**config.mk**
```make
export PLATFORM = sky130hd
export DESIGN_NAME = instr_fetch
export DESIGN_NICKNAME = d
export VERILOG_FILES = /design/src/rtl/instr_fetch.sv
export SDC_FILE = /design/constraint.sdc
export NUM_CORES = 1
export LEC_CHECK = 0
export CAP_MARGIN = 20
export CORE_MARGIN = 10
export CORE_UTILIZATION = 35
export CTS_CLUSTER_SIZE = 8
export DETAILED_ROUTE_END_ITERATION = 7
export PLACE_DENSITY = 0.6
export SLEW_MARGIN = 20
export SYNTH_ARGS = -nofsm -noshare
export SYNTH_HDL_FRONTEND = slang
export SYNTH_SLANG_ARGS = --single-unit
```
**constraint.sdc**
```tcl
create_clock -name clk -period 7.7 [get_ports clk]
set_input_delay 0.77 -clock clk [delete_from_list [all_inputs] [get_ports clk]]
set_output_delay 0.77 -clock clk [all_outputs]
set_load 0.1 [all_outputs]
```
**src/rtl/instr_fetch.sv**
```systemverilog
`default_nettype none
// ============================================================================
// Module      : instr_fetch
// Description : Program store plus PC that issues each instruction word to the
//               control unit for exactly as many cycles as it takes to execute.
// Revision    : 1.0 - initial release
// ============================================================================
module instr_fetch #(
  parameter int INSTR_WIDTH = 20,
  parameter int PC_BITS     = 5,
  parameter int DWELL_STD   = 3,
  parameter int DWELL_LDR   = 4,
  parameter int DWELL_STR   = 3
) (
  input  logic                   clk,
  input  logic                   rst,
  input  logic                   load_en,
  input  logic [PC_BITS-1:0]     load_addr,
  input  logic [INSTR_WIDTH-1:0] load_data,
  input  logic                   start,
  output logic [INSTR_WIDTH-1:0] instr,
  output logic [PC_BITS-1:0]     pc,
  output logic                   busy,
  output logic                   halted
);

  localparam int c_DEPTH = 1 << PC_BITS;
  localparam int c_CNT_W = 8;

  typedef enum logic [1:0] {
    S_IDLE  = 2'd0,
    S_LEAD  = 2'd1,
    S_ISSUE = 2'd2,
    S_HALT  = 2'd3
  } state_t;

  state_t                 r_state, w_state_nxt;
  logic [INSTR_WIDTH-1:0] r_mem [c_DEPTH];
  logic [INSTR_WIDTH-1:0] r_instr, w_instr_nxt;
  logic [PC_BITS-1:0]     r_pc, w_pc_nxt;
  logic [c_CNT_W-1:0]     r_cnt, w_cnt_nxt;
  logic                   r_busy, w_busy_nxt;
  logic                   r_halted, w_halted_nxt;

  logic [PC_BITS-1:0]     w_pc_inc;
  logic [INSTR_WIDTH-1:0] w_first_word;
  logic [INSTR_WIDTH-1:0] w_next_word;
  logic [1:0]             w_first_type;
  logic [1:0]             w_next_type;
  logic                   w_load_ok;

  function automatic logic [c_CNT_W-1:0] dwell(input logic [1:0] t);
    case (t)
      2'b01:   dwell = c_CNT_W'(DWELL_STD);
      2'b10:   dwell = c_CNT_W'(DWELL_LDR);
      2'b11:   dwell = c_CNT_W'(DWELL_STR);
      default: dwell = '0;
    endcase
  endfunction

  assign w_pc_inc     = r_pc + PC_BITS'(1);
  assign w_first_word = r_mem[0];
  assign w_next_word  = r_mem[w_pc_inc];
  assign w_first_type = w_first_word[INSTR_WIDTH-1 -: 2];
  assign w_next_type  = w_next_word[INSTR_WIDTH-1 -: 2];
  assign w_load_ok    = load_en && (r_state == S_IDLE || r_state == S_HALT);

  // A write in the start cycle lands before LEAD reads word 0 (write-first).
  always_ff @(posedge clk) begin
    if (w_load_ok) begin
      r_mem[load_addr] <= load_data;
    end
  end

  always_ff @(posedge clk) begin
    if (rst) begin
      r_state  <= S_IDLE;
      r_instr  <= '0;
      r_pc     <= '0;
      r_cnt    <= '0;
      r_busy   <= 1'b0;
      r_halted <= 1'b0;
    end else begin
      r_state  <= w_state_nxt;
      r_instr  <= w_instr_nxt;
      r_pc     <= w_pc_nxt;
      r_cnt    <= w_cnt_nxt;
      r_busy   <= w_busy_nxt;
      r_halted <= w_halted_nxt;
    end
  end

  always_comb begin
    w_state_nxt  = r_state;
    w_instr_nxt  = r_instr;
    w_pc_nxt     = r_pc;
    w_cnt_nxt    = r_cnt;
    w_busy_nxt   = r_busy;
    w_halted_nxt = r_halted;
    case (r_state)
      S_IDLE: begin
        if (start) begin
          w_state_nxt = S_LEAD;
        end
      end
      S_HALT: begin
        if (start) begin
          w_state_nxt  = S_LEAD;
          w_halted_nxt = 1'b0;
        end
      end
      S_LEAD: begin
        w_instr_nxt = w_first_word;
        w_pc_nxt    = '0;
        if (w_first_type == 2'b00) begin
          w_state_nxt  = S_HALT;
          w_busy_nxt   = 1'b0;
          w_halted_nxt = 1'b1;
        end else begin
          // Extra cycle covers the control unit's reset-state sample.
          w_state_nxt = S_ISSUE;
          w_busy_nxt  = 1'b1;
          w_cnt_nxt   = dwell(w_first_type) + c_CNT_W'(1);
        end
      end
      S_ISSUE: begin
        if (r_cnt > c_CNT_W'(1)) begin
          w_cnt_nxt = r_cnt - c_CNT_W'(1);
        end else if (r_pc == {PC_BITS{1'b1}}) begin
          w_state_nxt  = S_HALT;
          w_instr_nxt  = '0;
          w_busy_nxt   = 1'b0;
          w_halted_nxt = 1'b1;
        end else begin
          w_pc_nxt    = w_pc_inc;
          w_instr_nxt = w_next_word;
          w_cnt_nxt   = dwell(w_next_type);
          if (w_next_type == 2'b00) begin
            w_state_nxt  = S_HALT;
            w_busy_nxt   = 1'b0;
            w_halted_nxt = 1'b1;
          end
        end
      end
      default: begin
        w_state_nxt = S_IDLE;
      end
    endcase
  end

  assign instr  = r_instr;
  assign pc     = r_pc;
  assign busy   = r_busy;
  assign halted = r_halted;

endmodule
`default_nettype wire

```
======== Yosys cells after proc, flatten, opt, wreduce, memory -nomap -nowiden ========
Memory sizes are Yosys's and may differ from the RTL's.
Index checks and enable logic that the tools add are counted.
storage, ports and cells
  bits in registers ....................... 37
  memory bits (writable) .................. 640
  output and inout port bits .............. 27
  memories ................................ 1
memory list
  name   depth  width  rd ports  clocked after memory_dff  wr ports  RTL line  RTL
  r_mem  32     20     2         0                         1         38        logic [INSTR_WIDTH-1:0] r_mem [c_DEPTH];
operators by class
  add/sub/neg operators ................... 3
  order comparisons ....................... 1
  eq/ne operators ......................... 18
  multiplexer cells ....................... 33
  reductions and logical operators ........ 16
operators with widths
  cell                                                                              number
  20-bit two-way mux                                                                2
  8-bit two-way mux                                                                 5
  20-bit case mux with 2 select lines                                               1
  8-bit case mux with 2 select lines                                                1
  2-bit equality test (second input constant)                                       6
  1-bit two-way mux                                                                 12
  3-bit case mux with 2 select lines                                                2
  3-bit AND reduction                                                               4
  5-bit two-way mux                                                                 2
  2-bit != test (second input constant)                                             5
  5-bit case mux with 2 select lines                                                1
  8-bit by 1-bit adder with 8-bit output (second input constant)                    1
  8-bit by 1-bit greater-than comparator with 1-bit output (second input constant)  1
  2-bit two-way mux                                                                 4
  8-bit by 1-bit subtractor with 8-bit output (second input constant)               1
  2-bit by 1-bit equality test with 1-bit output (second input constant)            3
  2-bit logical NOT                                                                 3
  3-bit != test (second input constant)                                             2
  2-bit case mux with 3 select lines                                                1
  2-bit OR reduction                                                                3
  5-bit by 1-bit adder with 5-bit output (second input constant)                    1
  5-bit equality test (second input constant)                                       1
  5-bit AND reduction                                                               1
  1-bit case mux with 3 select lines                                                1
  7 further kinds                                                                   7

======== Logic depth before layout (Yosys ltp) ========
An unclocked memory read counts as a cell.
  depth in word-level cells ............... 9
  depth in mapped cells ................... 10
  depth with buffers taken out ............ 9

======== Least setup slack after synthesis ========
No wires, ideal clock.
  kind .................................... reg2reg
  from .................................... reg r_pc[0] (netlist: pc[0])
  to ...................................... reg r_instr[7] (netlist: instr[7])
  setup time .............................. 133 ps
  arrival time ............................ 3176 ps
  path slack .............................. 4391 ps
  cell stages (with the launch flop) ...... 11
  period minus slack after synthesis ...... 3309 ps
  cells stage by stage .................... dfxtp_1 -> ha_1 -> buf_2 -> buf_2 -> buf_2 -> clkbuf_1 -> mux4_2 -> mux4_2 -> mux2i_1 -> o21a_1 -> nor3_1
between the ends
  longest elaborated chain between the ends .. 5
  elaborated cells on any way between the ends .. 6
  those cells by class .................... add/sub (1); eq/ne (1); mux (3); memory (1)
RTL lines
  element                                 RTL line  RTL
  from (decl)                             40        logic [PC_BITS-1:0] r_pc, w_pc_nxt;
  from (signal assigned)                  86        r_pc <= w_pc_nxt;
  5-bit by 1-bit adder with 5-bit output  61        assign w_pc_inc = r_pc + PC_BITS'(1);
  memory 32 x 20 bit                      -
  20-bit two-way mux *                    129       end else if (r_pc == {PC_BITS{1'b1}}) begin
  20-bit two-way mux *                    127       if (r_cnt > c_CNT_W'(1)) begin
  20-bit case mux with 2 select lines *   100       case (r_state)
  to (signal assigned)                    85        r_instr <= w_instr_nxt;
  to (decl)                               39        logic [INSTR_WIDTH-1:0] r_instr, w_instr_nxt;
Mark *: on every way between the ends. The rest lies on a longest branch, timed or not. The select of a mux whose other input is x is not followed.
A chain may end at the register's enable or synchronous reset.

======== Final worst setup path ========
  from .................................... reg r_pc[0] (netlist: pc[0])
  to ...................................... reg r_state[0]
between the ends
  longest elaborated chain between the ends .. 5
  elaborated cells on any way between the ends .. 9
  those cells by class .................... add/sub (1); eq/ne (2); mux (3); reduce/logical (2); memory (1)
RTL lines
  element                                 RTL line  RTL
  5-bit by 1-bit adder with 5-bit output  61
  memory 32 x 20 bit                      -
  2-bit logical NOT                       138       if (w_next_type == 2'b00) begin
  3-bit != test (no line)                 -
  3-bit AND reduction (no line)           -
  to (signal assigned)                    84        r_state <= w_state_nxt;
  to (decl)                               37        state_t r_state, w_state_nxt;
Several ways; a longest one is shown, not always the timed one. The select of a mux whose other input is x is not followed.

==> results by group <==
Final layout
  – Final #Nets: ~1.4k
  – Register Area: between 0.015 and 0.02 mm^2
  – Syn-to-layout area delta: 17.5%
  – Area of the multi-input gates: ~0.0062 mm^2
  – Fin cells: 2361
  – Ratio of cells with drive above 1 in the final layout: 0.271
  – FILL cells: 6382

Clock network
  – Post-CTS sizing: 0
  – Worst skew pair latency: about 630 ps
  – Root buf cell: clkbuf_16
  – H-tree Lvls: 3
  – Post-CTS Hold Fix Bufs: 0
  – Setup bufs post-CTS: 0
  – Clock Pin Slew Worst Setup and Hold Paths: about 50 ps
  – CTS tree: built
  – Clk sink count: about 680
  – CTS Buf Count: 94
  – CTS max path bufs: 3

Status
  – Status: finished, final reports clean

Placement
  – IO Port Bufs: 55
  – DP HPWL: approximately 35 mm
  – Placed Cells: between 2k and 2.5k
  – Routability cong.: about 0.74

Logic synthesis
  – Area leader, netlist: edfxtp_1
  – Sequential share of the synthesized area: 0.758
  – Adder-Cell Fraction of Synth Area: 0.00333
  – Synth Area in Compound Gates: 0.0164
  – Mapped Cells: about 1.2k
  – Post-Synth Simple-Gate Area: 0.0237
  – Synth top area cells: edfxtp_1 73%, mux4_2 16%, dfxtp_1 2.8%
  – Syn Area/Cell: between 20 and 25 um^2
  – Cell area after synthesis: 0.0263 mm^2
  – Largest family of logic cells by synthesized area: multiplexers
  – Synth cell types: between 40 and 50
  – Mux contribution to synthesized area: 0.183
  – Yosys Warn Count: 0
  – XOR/XNOR share of the synthesized area: 0.00328
  – Main synth FF type: edfxtp_1
  – Share of the synthesized area in the top cell type: 0.730
  – Synthesized flop and latch total: ~680
  – Mapped Nets: between 1k and 1.5k
  – Number of flops mapped to enable cells by yosys: 640
  – FFs w/ async S/R, synth: 0

Flow run
  – Number of max-cap violations: 0

Power and ir drop
  – Leak: about 9.5 nW
  – Peak supply drop: 0.209 mV
  – PD cells: around 330 mW/mm^2

Drt
  – Routed Antenna Nets: 0
  – DR iter-0 viols: roughly 1.4k
  – Vias: between 10k and 15k
  – DR pass1 iterations: 7
  – # DRC: 0
  – Final wirelength: 67.0 mm
  – Drt wl/cell: around 28 um
  – Via density per instance: 5.50

STA
  – Worst-Margin Slew: approximately 1100 ps
  – Fmax: between 200 and 250 MHz
  – Unrepaired setup endpoints after global routing: no
  – Final worst-path cycle share: 0.567
  – Post-Route Skew: approximately 18 ps
  – Min Tclk post-route: 4370 ps
  – Smallest hold slack: roughly 480 ps
  – Slew HR: 0.253
  – Final setup fails: 0
  – Sum of negative setup slack: 0 ps
  – Fin. Hold Viols: 0
  – Max Slew Vio Count: 0

Setup path
  – Required @ worst endpoint: a little over 8000 ps
  – Critical Path Start Type: flip-flop
  – Worst Setup End Kind: flip-flop
  – Critical path class: flip-flop to flip-flop
  – Worst EP arrival: between 4000 and 5000 ps
  – Worst-path maximum fanout: 110

Min path
  – HP Class: flip-flop to flip-flop

Global routing
  – Vias in the first global route: between 10k and 15k
  – Initial antenna violation count: 2
  – Pin count of the biggest net entering global routing: roughly 110
  – Grt ovf: 0
  – Global Route Usage Sum: 0.154
  – First-pass GRT wire length: between 90 and 100 mm

Die
  – Area of the core: 0.0744 mm^2
  – Boundary Pins: between 50 and 60
  – Chip width: between 200 and 300 um
  – Die Ht: between 200 and 300 um
  – Starting density of the core: 0.354
  – Site Rows: 100
  – Die area: slightly below 0.09 mm^2
-- cells by family after synthesis --
kind of cell | count (synthesis)
adder cells (fa/ha/maj) | 7
XOR/XNOR | 9
buffers and inverters | 69
flip-flops | 677
AO/OA/AOI/OAI | 68
AND/OR/NAND/NOR | 140
multiplexers | 245
-- report_power, final --
group	switching (W)	internal, W	total [W]
clock	0.00146	0.00231	0.00377
sequential	0.000116	0.00416	0.00428
combinational	0.00125	0.000791	0.00204
-- flip-flops by register name (all words and copies together), names as in the netlist --
signal / count
halted: 1
r_state: 2
pc: 5
busy: 1
r_mem: 640
r_cnt: 8
instr: 20
-- layout make-up --
type,count,area share
antenna,1,0.0000809
timing repair buffer,95,0.0281
sequential,677,0.645
inverter,8,0.000970
clock buffer,140,0.0850
tap,969,0.0392
clock inverter,2,0.00105
multi-input combinational,469,0.200
-- per-stage QoR --
| stage | area [um^2] | util | setup slack (ps) | total power, W |
|---|---|---|---|---|
| 2_1_floorplan | 26300 | - | 4390 | 0.00579 |
| 3_3_place_gp | 28300 | 0.380 | 3130 | 0.00638 |
| 3_5_place_dp | 28300 | 0.380 | 3120 | 0.00640 |
| 4_1_cts | 30900 | 0.416 | 3090 | 0.0102 |
| 5_1_grt | 30900 | 0.416 | 3040 | 0.0105 |
| 6_report | 30900 | 0.416 | 3330 | 0.0101 |
-- per-layer routing --
metal,track usage,vias to the layer above,part of all wire
li1,-,5338,-
met1,0.222,7045,0.44
met4,0.0422,4,0.023
met3,0.0336,109,0.073
met5,0,-,0.00040
met2,0.234,498,0.46
-- worst paths after layout --
kind                    startpoint                 endpoint  slack [ps]  cells past startpoint
max             pc[0]$_SDFFE_PP0P_  r_state[0]$_SDFFE_PP0P_        3330                     10
min          r_cnt[1]$_SDFFE_PP0P_    r_cnt[1]$_SDFFE_PP0P_         480                      2
max reg2reg     pc[0]$_SDFFE_PP0P_  r_state[0]$_SDFFE_PP0P_        3330                     10
min reg2reg  r_cnt[1]$_SDFFE_PP0P_    r_cnt[1]$_SDFFE_PP0P_         480                      2
-- synthesized netlist by cell type (3+ instances only) --
cell type  instances
mux2i_1           54
ha_1               7
buf_4              3
nor3_1            18
xnor2_1            5
nand3b_1           3
a21oi_1           12
nand3_1            6
edfxtp_1         640
xor2_1             3
a211oi_1           4
o21a_1            18
clkbuf_1          30
buf_2             25
o21ai_0           23
inv_1              8
nor2_1            77
mux4_2           184
dfxtp_1           37
or3_1              5
nand2_1           17
mux4_1             4
-- cell usage in the layout, fill, tap and decap left out, types with 3 or more instances in the layout --
cell type        count
ha_1                 5
mux4_1               4
o21ai_0             23
clkdlybuf4s50_1     50
dfxtp_1             36
edfxtp_1           640
clkbuf_16           99
a21oi_1             12
buf_2                5
nand2_1             16
o21a_1              18
or3_1                5
buf_4               37
nor2_1              45
mux2i_1             54
mux4_2             184
clkbuf_1            41
nor2_2              32
nand3_1              6
inv_1                8
xnor2_1              4
a211oi_1             4
nand3b_1             3
nor3_1              18
-- worst max-delay path, cell delays in order, from the launching register on --
cell      delay [ps]
dfxtp_4          960
ha_4             550
buf_16           320
buf_12           560
mux2i_1          280
mux4_2           260
mux2i_1           80
mux2i_2          300
a21oi_2          140
a221o_1          320
a221oi_2         270
No activity file was read; power rests on OpenSTA's default activity.
